$ cat src/rtl/common.sv
// Shared pipeline types: forwarding selects, per-stage destination tags and
// the forwarding decision used for both execute-stage operands.
package common;

    // Register index width the stage tags are built with.
    localparam int REG_ADDR_W = 5;

    typedef enum logic [1:0] {
        NONE   = 2'd0,
        EX_MEM = 2'd1,
        MEM_WB = 2'd2
    } forwarding_type;

    // Destination bookkeeping for one in-flight instruction.
    typedef struct packed {
        logic                  valid;
        logic [REG_ADDR_W-1:0] rd;
        logic                  reg_write;
        logic                  mem_read;
    } stage_tag_type;

    // A tag produces register r when it is live, writes, targets r, and r is not x0.
    function automatic logic tag_writes(input stage_tag_type tag,
                                        input logic [REG_ADDR_W-1:0] r);
        return tag.valid && tag.reg_write && (tag.rd == r) && (r != '0);
    endfunction

    // Youngest producer wins: the instruction now in EX sits in MEM while the
    // consumer executes, the one now in MEM sits in WB.
    function automatic forwarding_type fwd_select(input logic [REG_ADDR_W-1:0] src,
                                                  input logic                  uses,
                                                  input stage_tag_type         ex_tag,
                                                  input stage_tag_type         mem_tag);
        forwarding_type sel;
        sel = NONE;
        if (uses && tag_writes(ex_tag, src)) begin
            sel = EX_MEM;
        end else if (uses && tag_writes(mem_tag, src)) begin
            sel = MEM_WB;
        end
        return sel;
    endfunction

endpackage

$ cat src/rtl/hazard_unit.sv
// Execute-stage operand forwarding and load-use stall control for the
// 5-stage pipeline. Tracks destination tags of the instructions in EX, MEM
// and WB, registers the forwarding selects so they line up with the
// consumer's EX cycle, and counts load-use stall cycles (saturating).
module hazard_unit
    import common::*;
#(
    parameter int REG_ADDR_WIDTH  = common::REG_ADDR_W,
    parameter int STALL_CNT_WIDTH = 16
) (
    input  logic                       clk,
    input  logic                       reset_n,
    input  logic                       id_valid,
    input  logic [REG_ADDR_WIDTH-1:0]  id_rs1,
    input  logic [REG_ADDR_WIDTH-1:0]  id_rs2,
    input  logic                       id_uses_rs1,
    input  logic                       id_uses_rs2,
    input  logic [REG_ADDR_WIDTH-1:0]  id_rd,
    input  logic                       id_reg_write,
    input  logic                       id_mem_read,
    input  logic                       flush,
    output logic                       stall,
    output forwarding_type             ctrl_forward_left_operand,
    output forwarding_type             ctrl_forward_right_operand,
    output logic [STALL_CNT_WIDTH-1:0] stall_count
);

    localparam logic [STALL_CNT_WIDTH-1:0] STALL_CNT_MAX = {STALL_CNT_WIDTH{1'b1}};

    stage_tag_type ex_tag_q, ex_tag_d;
    stage_tag_type mem_tag_q;
    stage_tag_type wb_tag_q;

    forwarding_type fwd_left_q,  fwd_left_d;
    forwarding_type fwd_right_q, fwd_right_d;

    logic [STALL_CNT_WIDTH-1:0] stall_count_q, stall_count_d;

    logic load_use;

    // The WB tag is kept for pipeline visibility only; the register file's
    // write-through bypass covers the WB-to-ID case, so nothing here reads it.
    logic unused_wb_tag;
    assign unused_wb_tag = ^wb_tag_q;

    // Load in EX whose destination the ID instruction reads: one bubble needed.
    always_comb begin
        load_use = id_valid && ex_tag_q.valid && ex_tag_q.mem_read && (ex_tag_q.rd != '0)
                && ((id_uses_rs1 && (id_rs1 == ex_tag_q.rd))
                 || (id_uses_rs2 && (id_rs2 == ex_tag_q.rd)));
    end

    // A taken branch kills the ID instruction, so it can never stall.
    assign stall = load_use && !flush;

    // Next EX tag, next forwarding selects and next stall count.
    always_comb begin
        // NOTE: every combinational output gets a default first so no path
        // leaves it unassigned, which would infer a latch.
        ex_tag_d      = '0;
        fwd_left_d    = NONE;
        fwd_right_d   = NONE;
        stall_count_d = stall_count_q;

        if (flush) begin
            // Bubble with NONE selects; the stall counter is untouched.
        end else if (stall) begin
            if (stall_count_q != STALL_CNT_MAX) begin
                stall_count_d = stall_count_q + 1'b1;
            end
        end else begin
            ex_tag_d.valid     = id_valid;
            ex_tag_d.rd        = id_rd;
            ex_tag_d.reg_write = id_reg_write;
            ex_tag_d.mem_read  = id_mem_read;
            fwd_left_d  = fwd_select(id_rs1, id_uses_rs1, ex_tag_q, mem_tag_q);
            fwd_right_d = fwd_select(id_rs2, id_uses_rs2, ex_tag_q, mem_tag_q);
        end
    end

    // Advance the stage tags, selects and counter; reset clears everything at once.
    always_ff @(posedge clk or negedge reset_n) begin
        if (!reset_n) begin
            ex_tag_q      <= '0;
            mem_tag_q     <= '0;
            wb_tag_q      <= '0;
            fwd_left_q    <= NONE;
            fwd_right_q   <= NONE;
            stall_count_q <= '0;
        end else begin
            // NOTE: non-blocking assignments so every register samples the
            // pre-edge values; mem_tag_q must see the old ex_tag_q.
            wb_tag_q      <= mem_tag_q;
            mem_tag_q     <= ex_tag_q;
            ex_tag_q      <= ex_tag_d;
            fwd_left_q    <= fwd_left_d;
            fwd_right_q   <= fwd_right_d;
            stall_count_q <= stall_count_d;
        end
    end

    assign ctrl_forward_left_operand  = fwd_left_q;
    assign ctrl_forward_right_operand = fwd_right_q;
    assign stall_count                = stall_count_q;

endmodule

$ cat config.mk
export PLATFORM = sky130hd
export DESIGN_NAME = hazard_unit
export DESIGN_NICKNAME = d
export VERILOG_FILES = /design/src/rtl/common.sv /design/src/rtl/hazard_unit.sv
export SDC_FILE = /design/constraint.sdc
export NUM_CORES = 1
export LEC_CHECK = 0
export CORE_ASPECT_RATIO = 1.75
export CORE_MARGIN = 1.5
export CORE_UTILIZATION = 60
export CTS_BUF_LIST = sky130_fd_sc_hd__clkbuf_4 sky130_fd_sc_hd__clkbuf_8
export DETAILED_ROUTE_END_ITERATION = 12
export DONT_BUFFER_PORTS = 1
export PLACE_DENSITY = 0.76
export RECOVER_POWER = 100
export SYNTH_ARGS = -nofsm -noshare
export SYNTH_HDL_FRONTEND = slang
export SYNTH_SLANG_ARGS = --single-unit
$ cat constraint.sdc
create_clock -name clk -period 5.2 [get_ports clk]
set_clock_uncertainty 0.1 [all_clocks]
set_input_delay 0.52 -clock clk [delete_from_list [all_inputs] [get_ports clk]]
set_output_delay 0.52 -clock clk [all_outputs]
set_load 0.05 [all_outputs]
[After elaboration in Yosys (flattened, before gate mapping)]
Index checks and enable logic that the tools add are counted.
Storage, ports and cells
  register bits after elaboration: 35
  input port bits: 23
  output and inout port bits: 21
  logic and storage cells: 56
Operators by class
  add/subtract/negate cells: 1
  equality and inequality tests: 7
  multiplexer cells: 10
  bitwise operators: 1
  reduce and logical (&&, ||, !) cells: 27
Operators by type and width (count)
  equality test 5 bit: 6
  logical AND 1 bit: 21
  adder 16 x 1 -> 16 bit, second input constant: 1
  2-to-1 mux 2 bit: 8
  2-to-1 mux 8 bit: 2
  != test 16 bit, second input constant: 1
  nonzero test 5 bit: 3
  AND reduction 3 bit: 1
  zero test 1 bit: 1
  logical OR 1 bit: 1
  inverter 1 bit: 1

[Depth between registers and ports, before layout]
  word-level depth: 8
  gate-level depth with buffers: 8
  mapped depth without buffers: 7

[Worst setup path before layout]
Ideal clock, no wire load.
  path type: register to register
  from: register stall_count_q[0] (netlist: stall_count[0])
  to: register stall_count_q[1] (netlist: stall_count[1])
  setup time: 125 ps
  data arrival time: 2186 ps
  data required time: 4975 ps
  slack: 2789 ps
  stages on the path, launching flop included: 8
  path buffers: 1
  path through: dfrtp_1 ha_1 nand3_2 nor3_2 a41oi_1 o21ai_2 buf_6 mux2_4
Between the ends
  longest elaborated chain between the ends: 2
  elaborated cells between the ends (all ways): 3
RTL lines
  from (decl): RTL line hazard_unit.sv:37  | logic [STALL_CNT_WIDTH-1:0] stall_count_q, stall_count_d;
  from (signal assigned): RTL line hazard_unit.sv:98  | stall_count_q <= stall_count_d;
  branches (longest 2 deep; another with adder 16 x 1 -> 16 bit)
Parallel ways; which one is timed is not known.
A chain may end at the register's enable or synchronous reset.

[Worst setup path in the final report]
  from: register ex_tag_q[4] (netlist bit)
  to: register fwd_right_q[1] (netlist: ctrl_forward_right_operand[1])
Between the ends
  longest elaborated chain between the ends: 7
  elaborated cells between the ends (all ways): 16
RTL lines
  from (decl): RTL line hazard_unit.sv:30  | stage_tag_type ex_tag_q, ex_tag_d;
  from (signal assigned): RTL line hazard_unit.sv:95  | ex_tag_q <= ex_tag_d;
  equality test 5 bit, on equally long branches: RTL line hazard_unit.sv:49, hazard_unit.sv:50
  logical AND 1 bit, on equally long branches: RTL line hazard_unit.sv:49, hazard_unit.sv:50
  logical OR 1 bit: RTL line hazard_unit.sv:50  | || (id_uses_rs2 && (id_rs2 == ex_tag_q.rd)));
  logical AND 1 bit *: RTL line hazard_unit.sv:49  | && ((id_uses_rs1 && (id_rs1 == ex_tag_q.rd))
  logical AND 1 bit *: RTL line hazard_unit.sv:54  | assign stall = load_use && !flush;
  net stall: RTL line hazard_unit.sv:22  | output logic stall,
  2-to-1 mux 2 bit *: RTL line hazard_unit.sv:67  | end else if (stall) begin
  2-to-1 mux 2 bit *: RTL line hazard_unit.sv:65  | if (flush) begin
  net fwd_right_d[1]: RTL line hazard_unit.sv:35  | forwarding_type fwd_right_q, fwd_right_d;
  to (signal assigned): RTL line hazard_unit.sv:97  | fwd_right_q <= fwd_right_d;
  to (decl): RTL line hazard_unit.sv:35
Mark *: on every way through the listed nets, which the timed path passes. The rest lies on a longest branch.

==> results by group <==
Status
  • Status: complete, but fails checks
  • Failing checks: capacitance limit, slew limit

Floorplan
  • Die area: between 3000 and 4000 um^2
  • I/O pin count: 44
  • Initial Utilization: between 60% and 70%
  • Row Count: 25
  • DIE WIDTH: between 40 and 50 um
  • Die Y: between 70 and 80 um
  • Core area: 2720 um^2

Drt
  • DRT antenna net count: 0
  • # DRC: 0
  • Final wirelength: about 3.3 mm
  • DR pass1 iterations: 4
  • Via density: 6.33
  • Per-cell routed wire length: between 15 and 20 um
  • Total vias in the final route: about 1.2k
  • Initial DRC Count: 27

Synthesis
  • Top FF cell, synth: dfrtp_1
  • Post-Syn Area per Cell: between 10 and 15 um^2
  • FF+latch count, synth: 35
  • Synth async-reset ratio: between 90% and 100%
  • Total of warnings raised by yosys: 0
  • Post-synthesis sequential area ratio: between 50 and 60%
  • Post-Syn Area: around 1700 um^2
  • Cells after Synth: 150
  • Syn Nets: about 170
  • Post-synth EDFFs: 0
  • Post-synth cell types: 31

Place
  • DP Wirelength: ~2.5 mm
  • Setup WS pre-CTS: 2.54 ns
  • Gpl congestion: approximately 0.82
  • Port Buffer Count: 0

Power and ir drop
  • Clock power frac: 40.7%
  • Sequential share of power: approximately 54%
  • VDD IR-drop max: just under 0.0003 V
  • Leakage power: ~0.82 nW
  • Internal Pwr Total: around 0.42 mW
  • Pwr/cell area: 291 nW/um^2
  • Switching Fraction: 21.1%
  • Logic gate share of total power: 5.4%
  • Switching Power: approximately 0.11 mW

Final layout
  • Reg area: 876 um^2
  • Layout cells sized above 1: 10.1%
  • Ant. Diodes: 0
  • Area delta synth->final: 6.36%
  • NumNets Final: between 150 and 200
  • Fillers: 207
  • Area of the multi-input gates: 771 um^2
  • Fin util: roughly 67%

GRT
  • GRT Resource Usage Total: between 20% and 30%
  • Global route total overflow: 0
  • Vias in the first global route: roughly 1.2k
  • Largest net degree at the start of global routing: 36
  • First-pass GRT wire length: slightly above 5 mm
  • Initial antenna violation count: 0

Worst hold path
  • Hold Path Class: in -> reg

Clock tree
  • CTS tree: done
  • PostCTS Resize Cnt: 0
  • Clock Path Buffers: 2
  • Clk sink count: 35
  • Clock Latency Late Sink: between 0.2 and 0.3 ns
  • CTS Root Cell: clkbuf_8
  • Clock slew seen by the registers of the worst setup and hold paths: approximately 0.06 ns
  • CTS H-tree depth: 2
  • TritonCTS Buffers: 5
  • Post-CTS setup buffer count: 0

Critical path
  • Top cell family by delay on the critical path: simple AND/OR/NAND/NOR gates
  • Highest-delay cell along the critical path: a21oi_1
  • WS Path Type: reg -> reg
  • Crit path capture type: register
  • Worst path arrival time: 3.45 ns
  • CP Cell Sequence: xor2_1 > nor4_1 > nand3_1 > a21oi_1 > nor2_1 > and4_1
  • Crit path buf inv count: 0
  • CP Launch Type: register
  • Worst Path Max Fanout: 12
  • Slowest stage delay, CP: approximately 1.2 ns
  • Req. time, crit path: around 5.3 ns

STA
  • Final setup TNS: 0 ns
  • Setup Viol. Count Final: 0
  • Slew @ Worst Pin: between 1.5 and 2 ns
  • Max Clk Rate: just under 300 MHz
  • Pins Over Slew Limit: 49
  • RSZ-0062 raised after global routing: false
  • Fin crit period: 3.38 ns
  • Final Hold Vio Count: 0
  • Max_slew headroom: -20.8%
  • Tcrit/Tclk final: around two thirds
  • PnR worst setup slack: 1.82 ns

Job
  • Max-cap violations: 2
## state kept, by name (all words and copies together), names as in the netlist
name                        count
ctrl_forward_left_operand       2
ctrl_forward_right_operand      2
ex_tag_q                        8
mem_tag_q                       7
stall_count                    16
## power groups by stage
stage	clock (mW)	sequential, mW	combinational, mW
floorplan	0	0.289	0.0206
detailed placement	0	0.291	0.0238
global placement	0	0.290	0.0230
CTS	0.221	0.286	0.0316
finish	0.215	0.286	0.0285
global route	0.232	0.286	0.0320
## cells in the mapped netlist (3+ instances only)
| cell type | count | area, um^2 |
|---|---|---|
| xnor2_1 | 19 | 166 |
| and2_1 | 10 | 62.6 |
| or4_1 | 3 | 22.5 |
| nor2_1 | 9 | 33.8 |
| nor4_2 | 3 | 37.5 |
| dfrtp_1 | 35 | 876 |
| nand3_1 | 7 | 35.0 |
| nand2_1 | 6 | 22.5 |
| xor2_1 | 14 | 123 |
| nor3_2 | 4 | 40.0 |
| inv_1 | 6 | 22.5 |
| nor4_1 | 4 | 25.0 |
| nand4_1 | 4 | 25.0 |
| and4_1 | 3 | 26.3 |
## layout by cell type (no fill, tap or decap), types with 3 or more instances in the layout
cell       n
and2_0     5
and2_1     5
and4_1     3
nand2_1    6
nor3_1     3
xnor2_1   19
a21oi_1    3
nor2_1    10
or4_1      3
dfrtp_1   35
nor4_1     5
nor3_2     3
xor2_1    14
clkbuf_8   7
nand3_1    8
inv_1      6
nand4_1    4
## stage by stage
stage          total power, mW  hold WS (ns)  instances  area (um^2)
4_1_cts                  0.539         0.251        185         1860
6_report                 0.530         0.259        185         1820
3_3_place_gp             0.313         0.125        175         1730
5_1_grt                  0.550         0.251        185         1820
2_1_floorplan            0.310         0.124        150         1710
3_5_place_dp             0.315         0.125        175         1730
## worst paths after layout
check                                      startpoint                                       to  slack [ns]  depth (start not counted)
worst max register to register  ex_tag_q[4]$_DFF_PN0_  ctrl_forward_right_operand[1]$_DFF_PN0_        1.82                          6
worst max-delay path            ex_tag_q[4]$_DFF_PN0_  ctrl_forward_right_operand[1]$_DFF_PN0_        1.82                          6
worst min-delay path                         id_rd[2]                    ex_tag_q[4]$_DFF_PN0_        0.26                          1
min in group asynchronous                     reset_n               stall_count[9]$_DFFE_PN0P_        1.16                          2
max in group asynchronous                     reset_n                    ex_tag_q[2]$_DFF_PN0_        2.80                          2
worst min register to register  ex_tag_q[1]$_DFF_PN0_                   mem_tag_q[1]$_DFF_PN0_        0.28                          0
## per-layer routing
layer / part of all wire, % / wire length [um] / vias up / global-route usage [%]
met5: 0 / 0 / - / 0
met2: 56 / 1820 / 46 / 41.3
li1: - / - / 540 / -
met3: 6.9 / 225 / 7 / 8.85
met1: 34 / 1110 / 578 / 20.3
met4: 2.9 / 95 / 0 / 13.5
## cell type report
| cell class | count | area share, % |
|---|---|---|
| repair buffers | 2 | 0.756 |
| clock buffers | 8 | 5.70 |
| flip-flops and latches | 35 | 48.1 |
| well taps | 27 | 1.86 |
| multi-input cells | 107 | 42.3 |
| inverters | 6 | 1.24 |
## cell families (layout without fill, tap and decap cells)
| family | Yosys count | in the layout | synth area share, % |
|---|---|---|---|
| simple gates | 62 | 62 | 23.8 |
| xor+xnor | 33 | 33 | 16.9 |
| compound gates | 10 | 10 | 4.31 |
| buf+inv | 8 | 16 | 2.27 |
| mux | 1 | 1 | 0.877 |
| fa+ha+maj | 1 | 1 | 0.731 |
| flops | 35 | 35 | 51.2 |
## timing repair
| item | CTS | global route |
|---|---|---|
| endpoints found under the hold margin | 35 | 0 |
| setup endpoints to repair | 0 | 0 |
| hold buffers | 2 | 0 |
(Power assumes the default switching activity.)
